## src/rtl/counter_v4_pkg.sv

```systemverilog
// Shared types for the counter_mod_v4 family: overflow-mode and one-shot FSM
// encodings, plus the mode decoder used by the top level.
package counter_v4_pkg;

  typedef enum logic [1:0] {
    MODE_WRAP    = 2'd0,
    MODE_SAT     = 2'd1,
    MODE_ONESHOT = 2'd2,
    MODE_RSVD    = 2'd3
  } mode_e;

  typedef enum logic [1:0] {
    OS_IDLE = 2'd0,
    OS_RUN  = 2'd1,
    OS_DONE = 2'd2
  } os_state_e;

  // The reserved encoding behaves exactly like WRAP.
  function automatic mode_e decode_mode(input logic [1:0] raw);
    mode_e m;
    m = mode_e'(raw);
    return (m == MODE_RSVD) ? MODE_WRAP : m;
  endfunction

endpackage

```

## src/rtl/counter_v4_next.sv

```systemverilog
// Combinational next-count calculator: one up/down step with either wrap or
// saturate handling at the [0, limit] range boundaries.
module counter_v4_next
  import counter_v4_pkg::*;
#(
  parameter int W      = 16,
  parameter int STEP_W = 4
) (
  input  logic [W-1:0]      cnt,
  input  logic [STEP_W-1:0] step,
  input  logic [W-1:0]      limit,
  input  logic              up_down,
  input  logic              sat,
  output logic [W-1:0]      nxt,
  output logic              hit_boundary
);

  logic [W-1:0] step_ext;
  logic [W:0]   sum;
  logic [W-1:0] diff;
  logic         ovf;
  logic         unf;

  assign step_ext = W'(step);
  // One extra bit keeps the carry so cnt + step past 2**W-1 still compares
  // correctly against limit.
  assign sum      = {1'b0, cnt} + {1'b0, step_ext};
  assign diff     = cnt - step_ext;
  assign ovf      = sum > {1'b0, limit};
  assign unf      = step_ext > cnt;

  always_comb begin
    // NOTE: every output gets a default before any branch so no path leaves
    // it unassigned; otherwise synthesis infers a latch.
    nxt          = cnt;
    hit_boundary = 1'b0;
    if (step_ext == '0) begin
      nxt = cnt;
    end else if (up_down) begin
      if (sat) begin
        if (ovf || (sum == {1'b0, limit})) begin
          nxt          = limit;
          hit_boundary = (cnt != limit);
        end else begin
          nxt = sum[W-1:0];
        end
      end else if (ovf) begin
        nxt          = '0;
        hit_boundary = 1'b1;
      end else begin
        nxt = sum[W-1:0];
      end
    end else begin
      if (sat) begin
        if (unf || (diff == '0)) begin
          nxt          = '0;
          hit_boundary = (cnt != '0);
        end else begin
          nxt = diff;
        end
      end else if (unf) begin
        nxt          = limit;
        hit_boundary = 1'b1;
      end else begin
        nxt = diff;
      end
    end
  end

endmodule

```

## src/rtl/counter_mod_v4.sv

```systemverilog
// Loadable up/down counter with programmable limit and step, wrap/saturate/
// one-shot overflow modes, registered terminal-count pulse and busy flag.
module counter_mod_v4
  import counter_v4_pkg::*;
#(
  parameter int W      = 16,
  parameter int STEP_W = 4
) (
  input  logic              clk,
  input  logic              rst_n,
  input  logic              ce,
  input  logic              load,
  input  logic [W-1:0]      load_val,
  input  logic              up_down,
  input  logic [STEP_W-1:0] step,
  input  logic [W-1:0]      limit,
  input  logic [1:0]        mode,
  input  logic              start,
  output logic [W-1:0]      cnt,
  output logic              tc,
  output logic              busy
);

  if (W < 2 || STEP_W > W || STEP_W < 1) begin : g_param_check
    $error("counter_mod_v4: need W >= 2 and 1 <= STEP_W <= W");
  end

  mode_e        md;
  os_state_e    state;
  os_state_e    state_nxt;
  logic [W-1:0] cnt_nxt;
  logic [W-1:0] calc_nxt;
  logic [W-1:0] target;
  logic         tc_nxt;
  logic         busy_nxt;
  logic         hit;
  logic         sat_mode;
  logic         run_done;

  assign md       = decode_mode(mode);
  assign sat_mode = (md == MODE_SAT) || (md == MODE_ONESHOT);

  counter_v4_next #(
    .W      (W),
    .STEP_W (STEP_W)
  ) u_next (
    .cnt          (cnt),
    .step         (step),
    .limit        (limit),
    .up_down      (up_down),
    .sat          (sat_mode),
    .nxt          (calc_nxt),
    .hit_boundary (hit)
  );

  // A one-shot run ends when the saturating step lands on its end point,
  // including a run armed with limit = 0 that starts there.
  assign target   = up_down ? limit : '0;
  assign run_done = (step != '0) && (calc_nxt == target);

  always_comb begin
    state_nxt = state;
    cnt_nxt   = cnt;
    tc_nxt    = 1'b0;
    if (load) begin
      cnt_nxt = load_val;
    end else if (md == MODE_ONESHOT) begin
      if (state != OS_RUN && start) begin
        state_nxt = OS_RUN;
        cnt_nxt   = up_down ? '0 : limit;
      end else if (state == OS_RUN && ce) begin
        cnt_nxt = calc_nxt;
        if (run_done) begin
          state_nxt = OS_DONE;
          tc_nxt    = 1'b1;
        end
      end
    end else begin
      // Leaving one-shot mode abandons any run; the count itself is kept.
      state_nxt = OS_IDLE;
      if (ce) begin
        cnt_nxt = calc_nxt;
        tc_nxt  = hit;
      end
    end
    busy_nxt = (state_nxt == OS_RUN);
  end

  always_ff @(posedge clk) begin
    // NOTE: sequential state uses non-blocking assignments so every register
    // samples the pre-edge values, independent of statement order.
    if (!rst_n) begin
      state <= OS_IDLE;
      cnt   <= '0;
      tc    <= 1'b0;
      busy  <= 1'b0;
    end else begin
      state <= state_nxt;
      cnt   <= cnt_nxt;
      tc    <= tc_nxt;
      busy  <= busy_nxt;
    end
  end

endmodule

```

## config.mk

```make
export PLATFORM = sky130hd
export DESIGN_NAME = counter_mod_v4
export DESIGN_NICKNAME = d
export VERILOG_FILES = /design/src/rtl/counter_v4_pkg.sv /design/src/rtl/counter_v4_next.sv /design/src/rtl/counter_mod_v4.sv
export SDC_FILE = /design/constraint.sdc
export NUM_CORES = 1
export LEC_CHECK = 0
export ABC_AREA = 1
export BUFFER_PORTS_ARGS = -buffer_cell sky130_fd_sc_hd__buf_4
export CAP_MARGIN = 20
export CORE_MARGIN = 2
export CORE_UTILIZATION = 50
export DETAILED_ROUTE_END_ITERATION = 8
export PLACE_DENSITY_LB_ADDON = 0.08
export SLEW_MARGIN = 20
export SYNTH_ARGS = -nofsm -noshare
export SYNTH_HDL_FRONTEND = slang
export SYNTH_HIERARCHICAL = 1
export SYNTH_SLANG_ARGS = --single-unit
```

## constraint.sdc

```tcl
create_clock -name clk -period 4.2 [get_ports clk]
set_input_delay 0.42 -clock clk [delete_from_list [all_inputs] [get_ports clk]]
set_output_delay 0.42 -clock clk [all_outputs]
set_load 0.01 [all_outputs]
```

==> results.toml, run 1 <==
[power_and_ir_drop]
design_power_uw = 1490
power_leakage_uw = 0.00312
power_per_cell_area_mw_per_mm2 = 241
ir_worst_vdd_v = 0.000240

[synth]
synthesized_area_fraction_occupied_by_ao_oa_aoi_and_oai_cells_pct = 13.5
synth-warning-count = 6
synthesis.nets = 892
netlist.area_leader.share_pct = 20.8
yosys.area_share.adder_pct = 7.78
register_area_share_after_synthesis_pct = 8.82
dominant_combinational_cell_family_by_area_after_synthesis = "simple AND/OR/NAND/NOR gates"
yosys-top-cells-count = "sky130_fd_sc_hd__nand2_1 (251), sky130_fd_sc_hd__nand3_1 (101), sky130_fd_sc_hd__inv_1 (92)"
synth_ff_type = "sky130_fd_sc_hd__dfxtp_1"
netlist_area_sq_mm = 0.00454
syn_area_per_cell_sq_um = 5.53
synth_xor_xnor_area_share_pct = 3.09
yosys-mux-area-fraction_pct = 0
synth.area.top_cells = "sky130_fd_sc_hd__nand2_1 (21%), sky130_fd_sc_hd__nand3_1 (11%), sky130_fd_sc_hd__dfxtp_1 (8.8%)"
netlist_instances = 821
async_flop_share_pct = 0
synth_simple_gate_area_share_pct = 52.4
synth.distinct_cells = 51
synth.most_common_cell = "sky130_fd_sc_hd__nand2_1"
synth_largest_area_cell = "sky130_fd_sc_hd__nand2_1"
synth_seq_cells = 20
synth_enable_flop_cells = 0

[cts]
tritoncts = "yes"
max-clock-path-buffers = 2
cts-buffers-inserted = 3
root_buffer = "sky130_fd_sc_hd__clkbuf_8"
clkTransAtPathRegs_ns = 0.07
htreeDepth = 1
clkSinkCount = 20
worstSkewPairLatency_ns = 0.26

[cells_and_area]
drive_gt1_share_pct = 31.4
finalNetCount = 1018
post-route-cell-area_sq_mm = 0.00619
filler_cell_count = 760
finish.cell_count_without_fillers = 1053
multiInputGateArea_sq_mm = 0.00396
seqCellArea_sq_um = 410
syn2layout_area_growth_pct = 36.3
insertedDiodeCount = 0

[sta]
setup-tns-final_ns = -0.0867
postLayoutSetupSlackWorst_ns = -0.0551
final.period_utilization_pct = 101
setup-violations-final = 3
maxSlewViolCount = 0
period_needed_ns = 4.26
worst_clock_skew_ns = 0.00473
max_freq_ghz = 0.235
grt_setup_unrepaired = "true"
finalHoldViolCount = 0
relSlewSlack_pct = 52.0
worst-slew-pin-transition_ns = 0.720

[global_route]
antenna_found_initial = 0
grt_pass1_wl_um = 27200
grt_use_total_pct = 33.7
overflow = 0
pin_count_of_the_biggest_net_entering_global_routing = 59
via_count_of_the_first_global_routing_pass = 5539

[drt]
routed_via_density = 5.87
drt_iter0_drc = 625
route.final.wire_length_um = 18100
antenna_violating_nets_left = 0
avgRoutedWirePerCell_um = 17.2
vias = 6179
detail_route.drc_violations = 0
detail_route.first_pass.iterations = 6

[placed_design]
detailed_place.area_sq_mm = 0.00551
dp.cells = 1030
globalplace.congestion = 0.986
dp.final_hpwl_um = 13100
io_buffer_count = 61

[worst_setup_path]
rrSetupSlack_ns = -0.06
timing.rr.start = "cnt[0]"
timing.reg2reg.worst_path_depth = 33
reg2reg_to = "busy"
critical_path.startpoint_type = "register"
timing.critical_path.arrival_ns = 4.41
critical_path_required_ns = 4.35
crit_fanout = 4
timing.critical_path.to_type = "register"
crit_slowest_cell = "sky130_fd_sc_hd__fa_2"
timing.critical_path.slowest_cell_delay_ns = 0.42
path_class = "register to register"

[flow_run]
cap_violations = 0

[run_status]
failed_checks = "setup timing"
outcome = "finished with violations"

[min_path]
worstHoldPathCells = 3
min_path_type = "input pin to register"
holdPathEnd = "cnt[1]"
min-delay-start = "load_val[1]"

[floorplan]
placement_row_count = 34
die_height_um = 99.3
die_area_sq_mm = 0.00985
floorplan.initialDensity_pct = 51.8
core_area_sq_mm = 0.00876
die-width_um = 99.3
io_pins = 62
routing by layer:
layer  up-vias  part of all wire (%)  global-route usage (%)  routed length (um)
li1       2967                     -                       -                   -
met1      2749                    42                    47.8                7520
met2       403                    44                    53.1                7970
met3        60                    11                    3.23                1930
met4         0                   3.6                    12.2                 644
met5         -                     0                       0                   0
through the flow:
| stage | hold slack [ns] | utilization, % | setup slack [ns] |
|---|---|---|---|
| 6_report | 0.430 | 70.6 | -0.0551 |
| 5_1_grt | 0.439 | 70.6 | -0.303 |
| 4_1_cts | 0.427 | 64.3 | 0.0256 |
| 3_5_place_dp | 0.526 | 62.8 | -0.357 |
| 3_3_place_gp | 0.501 | 62.8 | -0.260 |
| 2_1_floorplan | 0.485 | - | 0.231 |
area by class of cell:
| cell class | instances | area share [%] |
|---|---|---|
| multi-input combinational | 659 | 64.0 |
| tap | 108 | 2.18 |
| sequential | 20 | 6.63 |
| inverter | 101 | 6.19 |
| clock buffer | 3 | 0.667 |
| timing repair buffer | 162 | 20.3 |
worst max-delay path by stage:
stage / startpoint / depth (start not counted) / slack [ns] / end
after global routing: cnt[0] / 33 / -0.30 / busy
final: cnt[0] / 33 / -0.06 / busy
after floorplan: step[0] / 33 / 0.23 / busy
after global placement: step[0] / 35 / -0.26 / busy
after detailed placement: step[0] / 37 / -0.36 / busy
after CTS: cnt[0] / 35 / 0.03 / busy
registers in the layout, summed over array words and instances (netlist names):
signal,flops
busy,1
cnt,16
tc,1
state,2
where the power goes:
part	internal (uW)	switching, uW	total, uW
logic	471	660	1130
clock network	63.8	61.1	125
registers	208	30.2	238
total	742	752	1490
worst max-delay path: cells and delay by family, from the launching register on:
kind                       cells  cell delay [ns]
and+or+nand+nor               24             2.25
adders and majority gates      3             0.86
buffers and inverters          5             0.62
DFF                            1             0.36
AOI/OAI and AO/OA              1             0.05
placed cells by master, fill, tap and decap left out, drive strengths merged:
cell type	Yosys	routed
a221oi	1	1
clkbuf	14	3
buf	31	162
nor3	9	9
nor4	5	5
nand3b	1	1
xnor2	6	6
a31oi	20	20
o21ai	43	43
o31ai	4	4
nand3	113	115
clkinv	1	1
a311oi	1	1
and2	2	2
nand4	41	41
ha	25	25
a21boi	1	1
o21bai	1	1
dfxtp	20	20
fa	2	2
nand2	268	270
inv	100	100
o211ai	3	3
a21oi	23	23
a31o	2	2
a211oi	1	1
xor2	10	10
nor2	68	68
a22oi	4	4
or2	1	1
cells by family after synthesis:
logic type      after synthesis
buf+inv                     146
simple gates                508
flops                        20
xor+xnor                     16
fa+ha+maj                    27
compound gates              104
what timing repair did:
action                     4_1_cts  5_1_grt
cloned                           2        3
pin swaps                        2       43
buffers inserted                 2       13
resized for setup               11       96
setup endpoints to repair        4        4
hold buffers                     0        0
Note: power is estimated with default switching activity, not from simulation.
==> run 2, diff against run 1 <==
--- a/config.mk
+++ b/config.mk
@@ -11,7 +11,7 @@
 export CORE_MARGIN = 2
 export CORE_UTILIZATION = 50
 export DETAILED_ROUTE_END_ITERATION = 8
-export PLACE_DENSITY_LB_ADDON = 0.08
+export PLACE_DENSITY = 0.83
 export SLEW_MARGIN = 20
 export SYNTH_ARGS = -nofsm -noshare
 export SYNTH_HDL_FRONTEND = slang
==> run 2 against run 1 <==
Against the previous run:
- the flow still finishes with violations (setup timing)
- critical path depth is 3 higher
- via count is 3.3% higher
- die area stayed put
==> results.toml, run 2 (synthesized netlist as in run 1, its figures left out) <==
[global_route]
antenna_found_initial = 0
grt_use_total_pct = 32.0
pin_count_of_the_biggest_net_entering_global_routing = 59
via_count_of_the_first_global_routing_pass = 5391
grt_pass1_wl_um = 26000
overflow = 0

[cells_and_area]
largest-register = "cnt"
syn2layout_area_growth_pct = 38.6
drive_gt1_share_pct = 34.4
layout.cells.most_common = "sky130_fd_sc_hd__nand2_1"
insertedDiodeCount = 0
largestRegisters = "cnt (16), state (2)"
post-route-cell-area_sq_mm = 0.00629
filler_cell_count = 667
mostFrequentLayoutCells = "sky130_fd_sc_hd__nand2_1 (217), sky130_fd_sc_hd__buf_4 (156), sky130_fd_sc_hd__inv_1 (82)"
finalNetCount = 1016
number_of_flip_flops_under_the_largest_register_name = 16

[floorplan]
die_height_um = 99.3
die_area_sq_mm = 0.00985
placement_row_count = 34
die-width_um = 99.3
core_area_sq_mm = 0.00876
floorplan.initialDensity_pct = 51.8
io_pins = 62

[drt]
met3RoutedLength_um = 2240
met2_length_um = 8090
detail_route.drc_violations = 0
routed_via_density = 6.07
detail_route.first_pass.iterations = 7
m1WireLength_um = 6830
avgRoutedWirePerCell_um = 17.0
antenna_violating_nets_left = 0
drt_iter0_drc = 1016
vias = 6381
dr.max_layer_used = "met4"
route.final.wire_length_um = 17900

[worst_setup_path]
worst-path-buf-inv = 6
crit_fanout = 5
crit_start = "step[3]"
setup.worst_path.end = "busy"
timing.reg2reg.worst_path_depth = 32
timing.critical_path.slowest_cell_delay_ns = 0.31
rrSetupSlack_ns = -0.09
reg2reg_to = "busy"
critical_path.most_common_cell = "sky130_fd_sc_hd__nand2_2"
timing.rr.start = "cnt[0]"
cp.depth = 36
timing.critical_path.to_type = "register"
path_class = "input pin to register"
timing.critical_path.max_delay_family = "simple AND/OR/NAND/NOR gates"
critical_path_required_ns = 4.36
critical_path.startpoint_type = "input pin"
timing.critical_path.arrival_ns = 4.45
crit_slowest_cell = "sky130_fd_sc_hd__ha_1"

[sta]
setup-violations-final = 3
worst_clock_skew_ns = 0.00177
postLayoutSetupSlackWorst_ns = -0.0962
final.period_utilization_pct = 102
finalHoldViolCount = 0
relSlewSlack_pct = 51.5
period_needed_ns = 4.30
maxSlewViolCount = 0
grt_setup_unrepaired = "true"
worst-slew-pin-transition_ns = 0.727
max_freq_ghz = 0.233

[cts]
worstSkewPairLatency_ns = 0.26
clkTransAtPathRegs_ns = 0.07
root_buffer = "sky130_fd_sc_hd__clkbuf_8"
clkSinkCount = 20
tritoncts = "yes"
htreeDepth = 1
max-clock-path-buffers = 2
cts-buffers-inserted = 3

[placed_design]
globalplace.congestion = 1.05
dp.final_hpwl_um = 12300
io_buffer_count = 61
detailed_place.area_sq_mm = 0.00557
dpl_worst_slack_ns = -0.332

[power_and_ir_drop]
ir_worst_vdd_v = 0.000294
design_power_uw = 1620
power_leakage_uw = 0.00315
power_per_cell_area_mw_per_mm2 = 258

[run_status]
outcome = "finished with violations"
failed_checks = "setup timing"

[flow_run]
cap_violations = 0

[min_path]
min_path_type = "input pin to register"
run 2: changes by cell type in the layout (fill, tap and decap cells not counted), moves of 4 or more:
cell | previous run | this run
sky130_fd_sc_hd__inv_1 | 88 | 82
sky130_fd_sc_hd__nand3_1 | 86 | 75
sky130_fd_sc_hd__inv_2 | 11 | 17
sky130_fd_sc_hd__nor2_2 | 8 | 4
sky130_fd_sc_hd__nand2_1 | 228 | 217
sky130_fd_sc_hd__nand2_2 | 34 | 43
sky130_fd_sc_hd__nand3_2 | 24 | 36
run 2: area by class of cell:
type,count,area (sq um),area share [%]
multi-input combinational,655,4000,63.7
timing repair buffer,164,1290,20.5
clock inverter,1,30.0,0.477
clock buffer,3,41.3,0.656
tap,108,135,2.15
sequential,20,409,6.50
inverter,101,383,6.09
run 2: layer usage:
layer	track usage, %	up-vias
li1	-	2956
met1	45.2	2825
met2	51.6	515
met3	2.95	85
met4	10.2	0
met5	0	-
run 2: tightest hold or removal path: cells and delay by family:
family / cells / cell delay, ns
buf+inv: 1 / 0.11
compound gates: 1 / 0.07
simple gates: 1 / 0.05
run 2: worst min-delay path by stage:
stage	from	to	slack, ns	cells past startpoint
after CTS	load_val[11]	cnt[11]	0.42	3
after floorplan	state[0]	state[0]	0.48	2
after global placement	state[0]	state[0]	0.52	2
after detailed placement	state[0]	state[0]	0.53	2
final	load_val[1]	cnt[1]	0.43	3
after global routing	load_val[3]	cnt[3]	0.43	3
run 2: repair_timing:
| action | 4_1_cts | 5_1_grt |
|---|---|---|
| resized for setup | 6 | 126 |
| hold buffers | 0 | 0 |
| pin swaps | 1 | 73 |
| cloned | 0 | 0 |
| buffers inserted | 3 | 12 |
| endpoints found under the setup margin | 3 | 10 |
run 2: where the power goes:
part	total [uW]	leakage [uW]	switching (uW)	internal, uW
clock network	191	0.0000357	64.1	127
registers	235	0.000167	27.1	207
logic	1200	0.00294	689	507
run 2: stage by stage:
stage	std cells	utilization (%)	hold WS [ns]	setup TNS [ns]
after floorplan	821	-	0.485	0
after global routing	1052	71.8	0.427	-1.04
after global placement	1033	63.5	0.518	-0.746
final	1052	71.8	0.426	-0.142
after CTS	1040	64.9	0.424	0
after detailed placement	1033	63.5	0.530	-0.986
